`src/rtl/controle_injecao_pkg.sv`:
```
// controle_injecao_pkg: shared states, step constants and mapa_falhas index helper for the fault-injection campaign
package controle_injecao_pkg;
  typedef enum logic [2:0] {IDLE, APLICA, ESPERA, AMOSTRA, FIM} estado_t;
  localparam int NUM_POS = 15;
  localparam int IDX_BASE = 15;
  localparam int NUM_PASSOS = NUM_POS + 1;
  // step 0 is the baseline and reports on bit IDX_BASE; step s reports on bit s-1
  function automatic logic [3:0] idx_mapa(input logic [3:0] passo);
    return (passo == 4'd0) ? 4'(IDX_BASE) : passo - 4'd1;
  endfunction
endpackage

```
`src/rtl/contador_espera.sv`:
```
// contador_espera: loadable down-counter with zero flag that times the decoder settle wait
module contador_espera (
  input  logic       clk,
  input  logic       rst_n,
  input  logic       load,
  input  logic       en,
  input  logic [3:0] valor,
  output logic       zero
);
  logic [3:0] cnt;
  assign zero = (cnt == 4'd0);
  always_ff @(posedge clk or negedge rst_n)
    if (!rst_n) cnt <= '0;
    else if (load) cnt <= valor;
    else if (en && !zero) cnt <= cnt - 4'd1;
endmodule

```
`src/rtl/controle_injecao.sv`:
```
// controle_injecao: sweeps a baseline plus 15 single-bit injections and records decoder mismatches.
// Optional result log ports (res_valid/res_pos/res_ok) exist only with CONTROLE_INJECAO_LOG_EN defined.
module controle_injecao
  import controle_injecao_pkg::*;
#(
  parameter int SETTLE = 2
) (
  input  logic        clk,
  input  logic        rst_n,
  input  logic        start,
  input  logic        cancelar,
  input  logic [10:0] palavra,
  input  logic [10:0] dec_dado,
  output logic [10:0] dado_teste,
  output logic [3:0]  n,
  output logic        erro,
  output logic        busy,
  output logic        done,
  output logic [4:0]  falhas,
  output logic [15:0] mapa_falhas
`ifdef CONTROLE_INJECAO_LOG_EN
  ,
  output logic        res_valid,
  output logic [3:0]  res_pos,
  output logic        res_ok
`endif
);
  estado_t estado, prox;
  logic [3:0] passo;
  logic cnt_zero, aceita, amostra, falha, ativo;
  assign aceita = (estado == IDLE) && start && !cancelar;
  assign amostra = (estado == AMOSTRA) && !cancelar;
  assign falha = (dec_dado != dado_teste);
  contador_espera u_espera (
    .clk  (clk),
    .rst_n(rst_n),
    .load (estado == APLICA),
    .en   (estado == ESPERA),
    .valor(4'(SETTLE - 1)),
    .zero (cnt_zero)
  );
  always_ff @(posedge clk or negedge rst_n)
    if (!rst_n) estado <= IDLE;
    else estado <= prox;
  always_comb begin
    prox = estado;
    ativo = (estado == APLICA) || (estado == ESPERA) || (estado == AMOSTRA);
    erro = ativo && (passo != 4'd0);
    n = erro ? passo - 4'd1 : 4'd0;
    busy = (estado != IDLE);
    done = (estado == FIM);
    if (estado != IDLE && cancelar) prox = IDLE;
    else
      case (estado)
        IDLE:    prox = aceita ? APLICA : IDLE;
        APLICA:  prox = ESPERA;
        ESPERA:  prox = cnt_zero ? AMOSTRA : ESPERA;
        AMOSTRA: prox = (passo == 4'(NUM_PASSOS - 1)) ? FIM : APLICA;
        default: prox = IDLE;
      endcase
  end
  always_ff @(posedge clk or negedge rst_n)
    if (!rst_n) begin
      passo <= '0;
      dado_teste <= '0;
      falhas <= '0;
      mapa_falhas <= '0;
    end else if (aceita) begin
      passo <= '0;
      dado_teste <= palavra;
      falhas <= '0;
      mapa_falhas <= '0;
    end else if (amostra) begin
      passo <= passo + 4'd1;
      if (falha) begin
        falhas <= falhas + 5'd1;
        mapa_falhas[idx_mapa(passo)] <= 1'b1;
      end
    end
`ifdef CONTROLE_INJECAO_LOG_EN
  assign res_valid = (estado == AMOSTRA);
  assign res_pos = idx_mapa(passo);
  assign res_ok = !falha;
`endif
endmodule

```
`config.mk`:
```
export PLATFORM = sky130hd
export DESIGN_NAME = controle_injecao
export DESIGN_NICKNAME = d
export VERILOG_FILES = /design/src/rtl/controle_injecao_pkg.sv /design/src/rtl/contador_espera.sv /design/src/rtl/controle_injecao.sv
export SDC_FILE = /design/constraint.sdc
export NUM_CORES = 1
export LEC_CHECK = 0
export CAP_MARGIN = 10
export CORE_MARGIN = 5
export CORE_UTILIZATION = 47
export CTS_BUF_LIST = sky130_fd_sc_hd__clkbuf_16
export DETAILED_ROUTE_END_ITERATION = 16
export HOLD_SLACK_MARGIN = 0.1
export PLACE_DENSITY = 0.83
export SLEW_MARGIN = 20
export SYNTH_ARGS = -nofsm -noshare
export SYNTH_HDL_FRONTEND = slang
export SYNTH_HIERARCHICAL = 1
export SYNTH_SLANG_ARGS = --single-unit
```
`constraint.sdc`:
```
create_clock -name clk -period 2.63 [get_ports clk]
set_clock_uncertainty 0.15 [all_clocks]
set_input_delay 0.6575 -clock clk [delete_from_list [all_inputs] [get_ports clk]]
set_output_delay 0.6575 -clock clk [all_outputs]
set_load 0.02 [all_outputs]
```
==> results.sh <==
export IMPL_status="complete, no violations"
export IMPL_cts_path_max_buffers=2
export IMPL_use_met2_pct=29.6
export IMPL_synth_compound_area_share_pct=13.9
export IMPL_clock_fmax_ghz=0.390
export IMPL_start_util_pct=47.8
export IMPL_coreArea_sq_um=4690
export IMPL_fin_crit_sh_pct=97.4
export IMPL_dp_hpwl_mm=3.98
export IMPL_cts_max_level=2
export IMPL_die_w_um=79.1
export IMPL_insertion_delay_ns=0.29
export IMPL_path_class="register to primary output"
export IMPL_cts_root_buf="clkbuf_16"
export IMPL_cts_buffers_inserted=5
export IMPL_cp_end_kind="primary output"
export IMPL_wl_per_cell_um=15.1
export IMPL_synth_xor_xnor_area_share_pct=6.63
export IMPL_fin_ws_ns=0.0678
export IMPL_grt_pass1_wl_mm=8.98
export IMPL_layout_common_cells="58 x clkdlybuf4s50_1, 47 x nand2_1, 43 x dfrtp_1, 13 x xor2_1, 13 x buf_4"
export IMPL_die_height_um=79.1
export IMPL_rsz0062_at_grt="no"
export IMPL_io_pins=65
export IMPL_synth_mux_area_share_pct=0.446
export IMPL_hp_class="input pin to async pin"
export IMPL_cp_num_buf_inv=2
export IMPL_drv_slew=0
export IMPL_synth_simple_gate_area_share_pct=22.7
export IMPL_grt_usage_pct=18.3
export IMPL_drt_iter0_drc=115
export IMPL_synth_ff_type="dfrtp_1"
export IMPL_yosysWarningCount=6
export IMPL_synth_area_per_cell_sq_um=9.84
export IMPL_die_area_sq_um=6260
export IMPL_drc_errors=0
export IMPL_grt_overflow=0
export IMPL_synth_top_area_cell="dfrtp_1"
export IMPL_first_pass_iters=6
export IMPL_grtUsageMet3_pct=3.97
export IMPL_power_density_nw_per_um2=666
export IMPL_syn2layout_area_growth_pct=40.1
export IMPL_final_common_cell="clkdlybuf4s50_1"
export IMPL_ys_seq_area_share_pct=47.9
export IMPL_synth_edf_count=0
export IMPL_setup_violations=0
export IMPL_yosysTopAreaCellShare_pct=47.9
export IMPL_grt_busiest_layer="met2"
export IMPL_cts_tree="yes"
export IMPL_num_vias=1937
export IMPL_drv_cap=0
export IMPL_ys_async_sr_fraction_pct=100
export IMPL_critPathMaxStageDelay_ns=0.39
export IMPL_final_min_clock_period_ns=2.56
export IMPL_globalplace_congestion=0.765
export IMPL_postCtsHoldBufs=0
export IMPL_antenna_cells=0
export IMPL_cp_arrival_ns=1.75
export IMPL_ys_ff_latch=43
export IMPL_layout_drive_gt1_share_pct=10.9
export IMPL_synth_cells=228
export IMPL_routed_wl_mm=5.38
export IMPL_synth_top_family_by_area="simple AND/OR/NAND/NOR gates"
export IMPL_pre_cts_ws_ns=-0.0879
export IMPL_crit_chain="inv_1, ha_1, nand2b_4, o21ai_4, a21oi_1, dlygate4sd2_1"
export IMPL_antenna_found_initial=0
export IMPL_cp_required_ns=1.82
export IMPL_use_met1_pct=24.1
export IMPL_hold_viol_final=0
export IMPL_antenna_left=0
export IMPL_tightest_slew_ns=0.531
export IMPL_grt_pass1_vias=1846
export IMPL_finalSetupTns_ns=0
export IMPL_grt_max_degree=44
export IMPL_clkSinkCount=43
export IMPL_num_nets_final=334
export IMPL_cp_slowest_cell="dfrtp_1"
export IMPL_port_buffers=64
export IMPL_path_clk_slew_ns=0.06
export IMPL_ys_top_cells_by_area="dfrtp_1 48%, nand2_1 7.9%, a32o_1 5.4%"
export IMPL_rows=25
export IMPL_critPathTopFamily="buffers and inverters"
export IMPL_synth_area_sq_um=2240
export IMPL_synth_distinct_cells=47
export IMPL_peakVddDrop_uv=326
export IMPL_leakagePower_nw=1.43
export IMPL_routed_via_density=5.44
export IMPL_cp_max_fo=5
export IMPL_relSlewSlack_pct=64.6
export IMPL_startpoint_type="register"
export IMPL_synthAdderAreaFrac_pct=3.90
[synth_stat cells (all sizes together) (2+ instances only)]
cell type / instances
nand2: 47
dfrtp: 43
nor2: 14
xor2: 13
a32o: 12
o21ai: 11
nand3: 9
buf: 7
ha: 7
clkbuf: 6
inv: 6
nor3: 6
a21oi: 4
nor3b: 4
o31ai: 4
xnor2: 4
and3: 3
nand2b: 3
conb: 2
nor4: 2
o211ai: 2
o311ai: 2
or3: 2
[logic make-up after synthesis]
kind of cell / count (synthesis)
DFF: 43
muxes: 1
adders and majority gates: 7
xor gates and xnor gates: 17
AOI/OAI and AO/OA: 41
buffers and inverters: 19
other: 2
and+or+nand+nor: 98
[timing repair]
| item | CTS | global route |
|---|---|---|
| endpoints found under the setup margin | 5 | 5 |
| pin swaps | 0 | 1 |
| cloned | 0 | 0 |
| resized for setup | 7 | 2 |
| setup buffers | 0 | 0 |
[registers in the layout, indices dropped and copies added (netlist names)]
register	count
mapa_falhas	16
dado_teste	11
falhas	5
passo	4
u_espera/cnt	4
estado	3
[stage by stage]
stage	hold WS, ns	instances	area [sq um]	util [%]	total power [mW]
CTS	0.303	356	3130	66.7	2.11
finish	0.287	356	3140	67.0	2.09
floorplan	0.212	230	2250	-	1.22
global placement	0.323	348	2980	63.6	1.47
detailed placement	0.330	348	2980	63.6	1.49
global route	0.342	356	3140	67.0	2.21
[report_power, final]
part           internal, mW  switching, mW
combinational         0.301          0.336
sequential            0.753         0.0925
clock                 0.354          0.258
[area by class of cell]
cell class	instances	area, sq um
clock inverters	3	23.8
multi-input cells	168	1100
well taps	54	67.6
inverters	6	22.5
clock buffers	5	125
fillers	362	1550
repair buffers	77	727
flip-flops and latches	43	1080
[metal layers]
metal  wire [um]  vias up
met2        2740       44
met3         221        7
met4          81        0
met1        2340      944
li1            -      942
met5           0        -
[path summary, 6_finish.rpt]
kind                                     start              end  slack, ns  cells past startpoint
max in group asynchronous                rst_n         passo[0]       1.68                      2
worst min-delay path                     rst_n    dado_teste[1]       0.29                      2
min in group clk                mapa_falhas[4]   mapa_falhas[4]       0.34                      1
worst max-delay path                  passo[1]             n[2]       0.07                      6
worst max register to register       estado[0]  u_espera/cnt[3]       0.76                      5
worst min register to register  mapa_falhas[4]   mapa_falhas[4]       0.34                      1
Power figures use the tool's default switching activity.
